===== src/rtl/io_map_pkg.sv =====
// Register offsets, STATUS bit layout and shared widths for the Titan I/O hub.
package io_map_pkg;

  localparam logic [3:0] IO_LED   = 4'h0;
  localparam logic [3:0] IO_SND   = 4'h1;
  localparam logic [3:0] IO_STAT  = 4'h2;
  localparam logic [3:0] IO_PAD   = 4'h3;
  localparam logic [3:0] IO_PRESS = 4'h4;

  localparam int unsigned STAT_OVF     = 0;
  localparam int unsigned STAT_EMPTY   = 1;
  localparam int unsigned STAT_FULL    = 2;
  localparam int unsigned STAT_CNT_LSB = 3;
  localparam int unsigned STAT_CNT_W   = 5;

  localparam int unsigned PAD_W  = 8;
  localparam int unsigned RDATA_W = 32;

endpackage


===== src/rtl/io_bus_hub_if.sv =====
// CPU data-bus, game-pad and sound-generator signals seen by the I/O hub.
interface io_bus_hub_if
  import io_map_pkg::*;
#(
  parameter int unsigned WIDTH     = 8,
  parameter int unsigned ADDR_BITS = 14,
  parameter int unsigned N_PADS    = 4,
  parameter int unsigned SND_BITS  = 2
);

  logic                      en;
  logic                      memWrite;
  logic [WIDTH-1:0]          input_data;
  logic [ADDR_BITS-1:0]      address;
  logic [PAD_W*N_PADS-1:0]   pad_bits;
  logic [RDATA_W-1:0]        IO_Data;
  logic [WIDTH-1:0]          leds;
  logic [SND_BITS-1:0]       snd_data;
  logic                      snd_valid;
  logic                      snd_ready;

  modport master (
    output en, memWrite, input_data, address, pad_bits, snd_ready,
    input  IO_Data, leds, snd_data, snd_valid
  );

  modport slave (
    input  en, memWrite, input_data, address, pad_bits, snd_ready,
    output IO_Data, leds, snd_data, snd_valid
  );

endinterface


===== src/rtl/sync_fifo.sv =====
// Single-clock FIFO; a push while full is accepted only if a pop frees a slot in the same cycle.
module sync_fifo #(
  parameter int unsigned DATA_W = 2,
  parameter int unsigned DEPTH  = 4
) (
  input  logic                         clk,
  input  logic                         reset,
  input  logic                         push,
  input  logic                         pop,
  input  logic [DATA_W-1:0]            wdata,
  output logic [DATA_W-1:0]            rdata,
  output logic                         full,
  output logic                         empty,
  output logic [$clog2(DEPTH):0]       count
);

  localparam int unsigned PTR_W = $clog2(DEPTH);
  localparam int unsigned CNT_W = PTR_W + 1;

  logic [DATA_W-1:0] mem [DEPTH];
  logic [PTR_W-1:0]  wr_ptr;
  logic [PTR_W-1:0]  rd_ptr;
  logic [CNT_W-1:0]  cnt;
  logic              do_push;
  logic              do_pop;

  assign full    = (cnt == CNT_W'(DEPTH));
  assign empty   = (cnt == '0);
  assign count   = cnt;
  assign do_pop  = pop & ~empty;
  assign do_push = push & (~full | do_pop);
  assign rdata   = empty ? '0 : mem[rd_ptr];

  always_ff @(posedge clk) begin
    if (do_push) mem[wr_ptr] <= wdata;
  end

  // Pointers wrap naturally since DEPTH is a power of two.
  always_ff @(posedge clk) begin
    if (reset) begin
      wr_ptr <= '0;
      rd_ptr <= '0;
      cnt    <= '0;
    end else begin
      if (do_push) wr_ptr <= wr_ptr + PTR_W'(1);
      if (do_pop)  rd_ptr <= rd_ptr + PTR_W'(1);
      case ({do_push, do_pop})
        2'b10:   cnt <= cnt + CNT_W'(1);
        2'b01:   cnt <= cnt - CNT_W'(1);
        default: cnt <= cnt;
      endcase
    end
  end

endmodule


===== src/rtl/io_bus_hub.sv =====
// Memory-mapped I/O hub: LED register, buffered sound commands, status and game-pad press tracking.
module io_bus_hub
  import io_map_pkg::*;
#(
  parameter int unsigned WIDTH      = 8,
  parameter int unsigned ADDR_BITS  = 14,
  parameter int unsigned N_PADS     = 4,
  parameter int unsigned FIFO_DEPTH = 4,
  parameter int unsigned SND_BITS   = 2
) (
  input  logic        clk,
  input  logic        reset,
  io_bus_hub_if.slave bus
);

  localparam int unsigned CNT_W = $clog2(FIFO_DEPTH) + 1;
  localparam int unsigned PBITS = PAD_W * N_PADS;

  logic [3:0]          offset;
  logic                wr_c;
  logic                rd_c;
  logic                push_c;
  logic                pop_c;
  logic                press_rd_c;
  logic                ovf_event_c;
  logic                ovf_clr_c;
  logic [WIDTH-1:0]    leds_q;
  logic [RDATA_W-1:0]  rdata_q;
  logic [RDATA_W-1:0]  rdata_c;
  logic [RDATA_W-1:0]  stat_c;
  logic                ovf_q;
  logic [PBITS-1:0]    prev_pad_q;
  logic [PBITS-1:0]    flags_q;
  logic                fifo_full;
  logic                fifo_empty;
  logic [CNT_W-1:0]    fifo_count;
  logic                unused_addr_bits;

  assign offset           = bus.address[3:0];
  assign unused_addr_bits = ^bus.address[ADDR_BITS-1:4];
  assign wr_c             = bus.en & bus.memWrite;
  assign rd_c             = bus.en & ~bus.memWrite;
  assign push_c           = wr_c & (offset == IO_SND);
  assign pop_c            = bus.snd_valid & bus.snd_ready;
  assign press_rd_c       = rd_c & (offset == IO_PRESS);
  assign ovf_event_c      = push_c & fifo_full & ~pop_c;
  assign ovf_clr_c        = wr_c & (offset == IO_STAT) & bus.input_data[0];

  sync_fifo #(
    .DATA_W (SND_BITS),
    .DEPTH  (FIFO_DEPTH)
  ) u_snd_fifo (
    .clk   (clk),
    .reset (reset),
    .push  (push_c),
    .pop   (pop_c),
    .wdata (bus.input_data[SND_BITS-1:0]),
    .rdata (bus.snd_data),
    .full  (fifo_full),
    .empty (fifo_empty),
    .count (fifo_count)
  );

  assign bus.snd_valid = ~fifo_empty;
  assign bus.leds      = leds_q;
  assign bus.IO_Data   = rdata_q;

  // Read mux; press flags are returned as they stand before the clearing edge.
  always_comb begin
    stat_c = '0;
    stat_c[STAT_CNT_LSB +: STAT_CNT_W] = STAT_CNT_W'(fifo_count);
    stat_c[STAT_FULL]  = fifo_full;
    stat_c[STAT_EMPTY] = fifo_empty;
    stat_c[STAT_OVF]   = ovf_q;
    rdata_c = '0;
    case (offset)
      IO_LED:   rdata_c = RDATA_W'(leds_q);
      IO_STAT:  rdata_c = stat_c;
      IO_PAD:   rdata_c = RDATA_W'(bus.pad_bits);
      IO_PRESS: rdata_c = RDATA_W'(flags_q);
      default:  rdata_c = '0;
    endcase
  end

  // prev_pad resets to all ones so buttons held through reset are not seen as presses.
  always_ff @(posedge clk) begin
    if (reset) begin
      leds_q     <= '0;
      rdata_q    <= '0;
      ovf_q      <= 1'b0;
      prev_pad_q <= '1;
      flags_q    <= '0;
    end else begin
      if (wr_c && offset == IO_LED) leds_q <= bus.input_data;
      if (rd_c) rdata_q <= rdata_c;
      ovf_q      <= (ovf_q & ~ovf_clr_c) | ovf_event_c;
      prev_pad_q <= bus.pad_bits;
      flags_q    <= (press_rd_c ? '0 : flags_q) | (bus.pad_bits & ~prev_pad_q);
    end
  end

endmodule


===== src/flat_wrapper.sv =====
// flat-port wrapper written by rule: the top's interface ports become plain ports
module io_bus_hub_flat import io_map_pkg::*;
#(
  parameter int unsigned WIDTH      = 8,
  parameter int unsigned ADDR_BITS  = 14,
  parameter int unsigned N_PADS     = 4,
  parameter int unsigned FIFO_DEPTH = 4,
  parameter int unsigned SND_BITS   = 2
)
  (clk, reset, bus_en, bus_memWrite, bus_input_data, bus_address, bus_pad_bits, bus_snd_ready, bus_IO_Data, bus_leds, bus_snd_data, bus_snd_valid);
  io_bus_hub_if #(.WIDTH(WIDTH), .ADDR_BITS(ADDR_BITS), .N_PADS(N_PADS), .SND_BITS(SND_BITS)) bus_i ();
  input  logic clk;
  input  logic reset;
  input wire logic [$bits(bus_i.en)-1:0] bus_en;
  input wire logic [$bits(bus_i.memWrite)-1:0] bus_memWrite;
  input wire logic [$bits(bus_i.input_data)-1:0] bus_input_data;
  input wire logic [$bits(bus_i.address)-1:0] bus_address;
  input wire logic [$bits(bus_i.pad_bits)-1:0] bus_pad_bits;
  input wire logic [$bits(bus_i.snd_ready)-1:0] bus_snd_ready;
  output wire logic [$bits(bus_i.IO_Data)-1:0] bus_IO_Data;
  output wire logic [$bits(bus_i.leds)-1:0] bus_leds;
  output wire logic [$bits(bus_i.snd_data)-1:0] bus_snd_data;
  output wire logic [$bits(bus_i.snd_valid)-1:0] bus_snd_valid;
  assign bus_i.en = bus_en;
  assign bus_i.memWrite = bus_memWrite;
  assign bus_i.input_data = bus_input_data;
  assign bus_i.address = bus_address;
  assign bus_i.pad_bits = bus_pad_bits;
  assign bus_i.snd_ready = bus_snd_ready;
  assign bus_IO_Data = bus_i.IO_Data;
  assign bus_leds = bus_i.leds;
  assign bus_snd_data = bus_i.snd_data;
  assign bus_snd_valid = bus_i.snd_valid;
  io_bus_hub #(.WIDTH(WIDTH), .ADDR_BITS(ADDR_BITS), .N_PADS(N_PADS), .FIFO_DEPTH(FIFO_DEPTH), .SND_BITS(SND_BITS)) u_core (.clk(clk), .reset(reset), .bus(bus_i));
endmodule

===== config.mk =====
export PLATFORM = sky130hd
export DESIGN_NAME = io_bus_hub_flat
export DESIGN_NICKNAME = d
export VERILOG_FILES = /design/src/rtl/io_map_pkg.sv /design/src/rtl/io_bus_hub_if.sv /design/src/rtl/sync_fifo.sv /design/src/rtl/io_bus_hub.sv /design/src/flat_wrapper.sv
export SDC_FILE = /design/constraint.sdc
export NUM_CORES = 1
export LEC_CHECK = 0
export ABC_AREA = 1
export BUFFER_PORTS_ARGS = -buffer_cell sky130_fd_sc_hd__buf_2
export CAP_MARGIN = 20
export CORE_ASPECT_RATIO = 0.9
export CORE_MARGIN = 1
export CORE_UTILIZATION = 32
export CTS_CLUSTER_SIZE = 14
export DETAILED_ROUTE_END_ITERATION = 7
export SYNTH_ARGS = -nofsm -noshare
export SYNTH_HDL_FRONTEND = slang
export SYNTH_HIERARCHICAL = 1
export SYNTH_SLANG_ARGS = --single-unit

===== constraint.sdc =====
create_clock -name clk -period 5.1 [get_ports clk]
set_input_delay 0.255 -clock clk [delete_from_list [all_inputs] [get_ports clk]]
set_output_delay 0.255 -clock clk [all_outputs]
set_load 0.05 [all_outputs]

After elaboration in Yosys (flattened, before gate mapping)
Memories as Yosys holds them, arrays and structs flattened. A register that Yosys moved wholly into a read port is not among the register bits.
Cells that the tools add are included.
{"block": "classes", "n_bitwise": 22, "n_eq_ne": 7, "reduce_logical": 4, "n_addsub": 4, "muxes": 8}
{"operator": "$pmux 32 s4", "n": 1}
{"operator": "$and 32x32->32", "n": 1}
{"operator": "$mux 32", "n": 1}
{"operator": "$not 32->32", "n": 1}
{"operator": "$or 32x32->32", "n": 1}
{"operator": "$and 1x1->1", "n": 12}
{"operator": "$eq 4x2->1 const B", "n": 2}
{"operator": "$mux 2", "n": 3}
{"operator": "$pmux 3 s2", "n": 1}
{"operator": "$not 1->1", "n": 5}
{"operator": "$add 2x1->2 const B", "n": 2}
{"operator": "$eq 4x1->1 const B", "n": 1}
{"operator": "$eq 4x3->1 const B", "n": 1}
{"operator": "$logic_not 4->1", "n": 1}
{"operator": "$add 3x1->3 const B", "n": 1}
{"operator": "$eq 3x3->1 const B", "n": 1}
{"operator": "$logic_not 3->1", "n": 1}
{"operator": "$sub 3x1->3 const B", "n": 1}
{"operator": "$eq 2x1->1 const B", "n": 1}
{"operator": "$eq 2x2->1 const B", "n": 1}
{"operator": "$mux 1", "n": 2}
{"operator": "$or 1x1->1", "n": 2}
{"operator": "$reduce_bool 2->1", "n": 1}
{"operator": "$logic_and 1x1->1", "n": 1}
{"block": "totals", "ram_bits": 8, "output_inout_bits": 43, "input_bits": 59, "mem_count": 1, "ff_bits": 112, "wordCells": 54}
{"name": "u_core.u_snd_fifo.mem", "words": 4, "word_bits": 2, "rd": 1, "rd_ports_with_merged_regs": 1, "wr": 1, "line_no": "sync_fifo.sv:20", "rtl": "logic [DATA_W-1:0] mem [DEPTH];"}

Logic depth before layout (Yosys ltp)
{"block": "logic_depth", "word_depth": 8, "mapped_depth": 18, "mapped_depth_nobuf": 18}

Cells and area by module
The synthesis kept the hierarchy.
{"mod": "io_bus_hub", "area_each_um2": 4135.2, "instances": 1, "cells_each": 559, "seq_area_each_um2": 2102.0}
{"mod": "sync_fifo", "area_each_um2": 828.3, "instances": 1, "cells_each": 98, "seq_area_each_um2": 420.4}

Worst setup path after synthesis
Ideal clock, no wire load.
{"block": "synth_timing", "path_type": "reg2reg", "from": "register u_core.u_snd_fifo.cnt[0] (netlist: u_core/u_snd_fifo/count[0])", "to": "register u_core.u_snd_fifo.cnt[2] (netlist: u_core/u_snd_fifo/count[2])", "t_arrival_ns": 2.271, "period_less_slack_ns": 2.384, "slack_ns": 2.716, "path_stages_with_launch": 19, "required_time_ns": 4.987, "setup_ns": 0.113, "n_path_buf": 0, "path_cell_list": "dfxtp_1 > nor2_2 > nand2_2 > inv_1 > inv_1 > nand2_1 > inv_1 > inv_1 > nand3_2 > nand2_1 > ha_1 > inv_1 > fa_1 > inv_1 > nand2_1 > nand3_1 > nand2_1 > nand2_1 > nor2_1"}
{"block": "synth_via", "elab_chain_cells": 8, "word_cells_on_any_way": 14, "classes_between": "add/sub (2); eq/ne (3); mux (1); bitwise (6); reduce/logical (2)"}
{"item": "start, declared", "line_no": "sync_fifo.sv:23", "rtl": "logic [CNT_W-1:0] cnt;"}
{"item": "start signal, assigned", "line_no": "sync_fifo.sv:48", "rtl": "2'b10: cnt <= cnt + CNT_W'(1);"}
{"item": "start signal, assigned", "line_no": "sync_fifo.sv:49", "rtl": "2'b01: cnt <= cnt - CNT_W'(1);"}
{"item": "start signal, assigned", "line_no": "sync_fifo.sv:50", "rtl": "default: cnt <= cnt;"}
{"item": "$logic_not 3->1 *", "line_no": "sync_fifo.sv:28", "rtl": "assign empty = (cnt == '0);"}
{"item": "named net u_core.fifo_empty", "line_no": "io_bus_hub.sv:35", "rtl": "logic fifo_empty;"}
{"item": "$not 1->1 *", "line_no": "io_bus_hub.sv:64", "rtl": "assign bus.snd_valid = ~fifo_empty;"}
{"item": "named net bus_snd_valid", "line_no": "flat_wrapper.sv:23", "rtl": "output wire logic [$bits(bus_i.snd_valid)-1:0] bus_snd_valid;"}
{"item": "$and 1x1->1 *", "line_no": "io_bus_hub.sv:44", "rtl": "assign pop_c = bus.snd_valid & bus.snd_ready;"}
{"item": "named net u_core.pop_c", "line_no": "io_bus_hub.sv:23", "rtl": "logic pop_c;"}
{"item": "$and 1x1->1 *", "line_no": "sync_fifo.sv:30", "rtl": "assign do_pop = pop & ~empty;"}
{"item": "$or 1x1->1", "line_no": "sync_fifo.sv:31", "rtl": "assign do_push = push & (~full | do_pop);"}
{"item": "$and 1x1->1", "line_no": "sync_fifo.sv:31"}
{"item": "$eq 2x1->1 or $eq 2x2->1 (tied branches)", "line_no": "sync_fifo.sv:47", "rtl": "case ({do_push, do_pop})"}
{"item": "$pmux 3 s2 or $reduce_bool 2->1 (tied branches)"}
The timed path passes the listed nets; every way through them passes the cells marked *.
A chain may end at the register's enable or synchronous reset.

Worst setup path in the final report
{"block": "layout_timing", "from": "register u_core.u_snd_fifo.cnt[0] (netlist: u_core/u_snd_fifo/count[0])", "to": "register u_core.u_snd_fifo.cnt[2] (netlist: u_core/u_snd_fifo/count[2])"}
{"block": "layout_via", "elab_chain_cells": 8, "word_cells_on_any_way": 14, "classes_between": "add/sub (2); eq/ne (3); mux (1); bitwise (6); reduce/logical (2)"}
{"item": "$logic_not 3->1 *", "line_no": "sync_fifo.sv:28"}
{"item": "named net u_core.fifo_empty", "line_no": "io_bus_hub.sv:35"}
{"item": "$not 1->1 *", "line_no": "io_bus_hub.sv:64"}
{"item": "$and 1x1->1 *", "line_no": "io_bus_hub.sv:44"}
{"item": "named net u_core.pop_c", "line_no": "io_bus_hub.sv:23"}
{"item": "$and 1x1->1 *", "line_no": "sync_fifo.sv:30"}
{"item": "$or 1x1->1", "line_no": "sync_fifo.sv:31"}
{"item": "$and 1x1->1", "line_no": "sync_fifo.sv:31"}
{"item": "$eq 2x1->1 or $eq 2x2->1 (tied branches)", "line_no": "sync_fifo.sv:47"}
{"item": "$pmux 3 s2 or $reduce_bool 2->1 (tied branches)"}
Marked as above.

==> results.toml <==
[cts]
numCtsBuffers = 17
insertion_delay_ns = 0.41
clock_sink_count = 122
ctsHoldBuffers = 0
clock_tree.htree_level_count = 4
tritoncts = "done"
post_cts.repair.setup_buffers = 0
postCtsResizedCells = 0
worst_setup_hold_path_clk_slew_ns = 0.05
clock_tree.buffer_depth = 2
root_buffer = "sky130_fd_sc_hd__clkbuf_16"

[sta]
timing.final.crit_share = 0.4849
achievable-frequency_ghz = 0.4044
rsz0062_at_grt = "no"
setup_viol_count_final = 0
final_critical_path_setup_slack_ns = 2.627
minimum_clock_period_after_layout_ns = 2.473
timing_worst_slew_pin_value_ns = 0.8383
finalMaxSlewViolations = 0
worst_clk_skew_ns = 0.006774
worst_slew_margin_rel = 0.4396
final_hold_viol_count = 0
totalNegativeSetupSlack_ns = 0
fin_hold_ws_ns = 0.06482

[synthesis]
avgSynthCellArea_sq_um = 7.555
syn_inst = 657
synth-edff-count = 8
synthesis.yosys.warnings = 6
ys_types = 25
synthMostInstantiatedCell = "sky130_fd_sc_hd__nand2_1"
synth_common_cells = "sky130_fd_sc_hd__nand2_1 (201), sky130_fd_sc_hd__dfxtp_1 (114), sky130_fd_sc_hd__a21oi_1 (79)"
synth_top_cell_by_area = "sky130_fd_sc_hd__dfxtp_1"
syn_area_sq_um = 4964
synth_nets = 722
yosys.area.top_type_share = 0.4598
synth.yosys.seq_area_share = 0.5082
yosys_register_bits = 122
yosys_most_used_dff = "sky130_fd_sc_hd__dfxtp_1"
yosys-top-cells-area = "sky130_fd_sc_hd__dfxtp_1 (46%), sky130_fd_sc_hd__nand2_1 (15%), sky130_fd_sc_hd__a21oi_1 (8.0%), sky130_fd_sc_hd__nand3_1 (6.4%), sky130_fd_sc_hd__inv_1 (5.1%)"
postSynth.asyncResetShare = 0

[detailed_routing]
vias = 4223
vias_per_cell = 4.431
drt_first_iter_violations = 239
route.final.wire_length_mm = 12.02
detail_route.first_pass.iterations = 4
route.detailed.drc = 0
number_of_routed_nets_with_antenna_violations = 0
wl_per_cell_um = 12.61

[setup_path]
rr_startpoint = "u_core/u_snd_fifo/count[0]"
crit_chain = "nor2_2 -> nand2_2 -> inv_1 -> inv_1 -> nand2_1 -> inv_1 -> inv_1 -> nand3_2 -> nand2_1 -> ha_1 -> inv_1 -> fa_1 -> inv_1 -> nand2_1 -> nand3_1 -> nand2_1 -> nand2_1 -> nor2_1"
maximum_single_stage_delay_on_the_critical_path_ns = 0.38
top_delay_family_on_crit_path = "simple AND/OR/NAND/NOR gates"
timing.critical_path.from = "u_core/u_snd_fifo/count[0]"
crit_path_end_kind = "register"
crit_path_top_delay_cell = "sky130_fd_sc_hd__fa_1"
worst-path-max-fanout = 5
crit_top_cell = "sky130_fd_sc_hd__inv_1"
crit_buf_inv = 6
worstSetupStartpointType = "register"
reg2reg_to = "u_core/u_snd_fifo/count[2]"
timing.critical_path.arrival_ns = 2.78
type_of_the_worst_setup_path = "reg -> reg"
critical_path_required_ns = 5.40
r2r_slack_ns = 2.63
timing.reg2reg.worst_path_depth = 18

[min_path]
worst_hold_path_type = "in -> reg"
hold_start = "bus_pad_bits[16]"
hold_path_end = "u_core/prev_pad_q[16]"
holdPathStages = 2

[power_and_ir_drop]
cellInternalPower_mw = 1.794
pwr_density_cell_nw_per_um2 = 375.2
power_frac_seq = 0.436
total_leakage_power_nw = 2.866
report.power.total_mw = 2.306
netSwitchingPower_uw = 512.7
clock_power_share = 0.503
vdd_drop_max_v = 0.0002247
switching_share = 0.2223
p_comb_frac = 0.061

[global_routing]
first_global_vias = 3874
grt_first_pass_wirelength_mm = 19.53
grt_antenna_before_repair = 0
grt_max_degree = 67
grt.overflow.total = 0
track_usage = 0.1595

[floorplan]
floorplan_core_area_sq_um = 14920
die_area_sq_um = 16010
chipHeight_um = 120.2
top_level_ports = 102
initial_utilization = 0.3326
std_cell_rows = 42
floorplan.die.width_um = 133.3

[flow_run]
total_of_max_cap_violations = 0

[place]
port_buffers = 91
dp_slack_ns = 2.610
finalWeightedCongestion = 0.7545
detailed_place_hpwl_mm = 7.688
inst_count_dp = 921
placement.cell_area_sq_um = 5573

[layout]
net_count_reported_at_finish = 807
post_layout_nonfiller_instances = 953
nFillCells = 1581
post_route_cells_drive_above_1_share = 0.2265
syn2layout_area_growth_pct = 23.85
final_cell_area_sq_um = 6147
layout.core_utilization = 0.4119
n_antenna_cell = 0

[status]
result_of_the_run = "finished, final reports clean"
[worst register-to-register path, stage by stage (launching register included)]
cell and delay [ns]:
sky130_fd_sc_hd__dfxtp_1 0.34, sky130_fd_sc_hd__nor2_2 0.15, sky130_fd_sc_hd__nand2_2 0.10, sky130_fd_sc_hd__inv_1 0.16, sky130_fd_sc_hd__inv_1 0.07, sky130_fd_sc_hd__nand2_1 0.09, sky130_fd_sc_hd__inv_1 0.09, sky130_fd_sc_hd__inv_1 0.08
sky130_fd_sc_hd__nand3_2 0.11, sky130_fd_sc_hd__nand2_1 0.19, sky130_fd_sc_hd__ha_1 0.20, sky130_fd_sc_hd__inv_1 0.06, sky130_fd_sc_hd__fa_1 0.38, sky130_fd_sc_hd__inv_1 0.07, sky130_fd_sc_hd__nand2_1 0.04, sky130_fd_sc_hd__nand3_1 0.08
sky130_fd_sc_hd__nand2_1 0.06, sky130_fd_sc_hd__nand2_1 0.06, sky130_fd_sc_hd__nor2_1 0.04
[routing by layer]
metal | track usage | vias to the layer above | wire length (um)
met3 | 0.05323 | 7 | 571
met2 | 0.2454 | 80 | 5429
li1 | - | 2246 | -
met4 | 0.05327 | 0 | 97
met5 | 0 | - | 0
met1 | 0.2085 | 1890 | 5918
[kinds of logic after synthesis]
kind of cell | count (synthesis) | share of synthesized area
buf+inv | 101 | 0.08319
simple gates | 329 | 0.2914
compound gates | 99 | 0.1006
flops | 122 | 0.5082
fa+ha+maj | 6 | 0.01664
[state kept, by name (all words and copies together) (netlist names), named ones only]
name,cells
u_core/flags_q,32
u_core/u_snd_fifo/mem,8
u_core/bus.IO_Data,32
u_core/bus.leds,8
u_core/prev_pad_q,32
u_core/u_snd_fifo/count,3
u_core/u_snd_fifo/rd_ptr,2
u_core/u_snd_fifo/wr_ptr,2
u_core/ovf_q,1
[area by class of cell]
| cell class | instances | area (sq um) | area share |
|---|---|---|---|
| multi-input cells | 434 | 2036 | 0.3312 |
| inverters | 69 | 259.0 | 0.04213 |
| flip-flops and latches | 122 | 2522 | 0.4103 |
| clock buffers | 24 | 481.7 | 0.07836 |
| clock inverters | 8 | 92.59 | 0.01506 |
| well taps | 198 | 247.7 | 0.04030 |
| repair buffers | 98 | 508.0 | 0.08264 |
[worst max-delay path by stage]
stage	endpoint	slack (ns)	cells after the start
finish	u_core/u_snd_fifo/count[2]	2.63	18
global route	u_core/u_snd_fifo/count[2]	2.31	18
CTS	u_core/u_snd_fifo/count[2]	2.60	18
detailed placement	u_core/u_snd_fifo/count[2]	2.61	18
global placement	u_core/u_snd_fifo/count[1]	2.63	9
floorplan	u_core/u_snd_fifo/count[2]	2.72	18
[cells in the final DEF (no fill, tap or decap), drive strengths merged]
master    instances
nand4             2
dfxtp           114
edfxtp            8
clkbuf           24
or2              32
clkinvlp          1
fa                1
buf              98
bufinv            2
o21ai            19
clkinv            5
nor2             26
a21oi            80
inv              69
nor3              2
nand3            64
ha                5
nand2           203
[power groups by stage]
stage	sequential (mW)	clock, mW	combinational (mW)
finish	1.01	1.16	0.140
global route	1.01	1.24	0.156
detailed placement	1.03	0	0.142
CTS	1.01	1.19	0.142
global placement	1.02	0	0.141
floorplan	1.03	0	0.0783
Power figures use the tool's default switching activity.
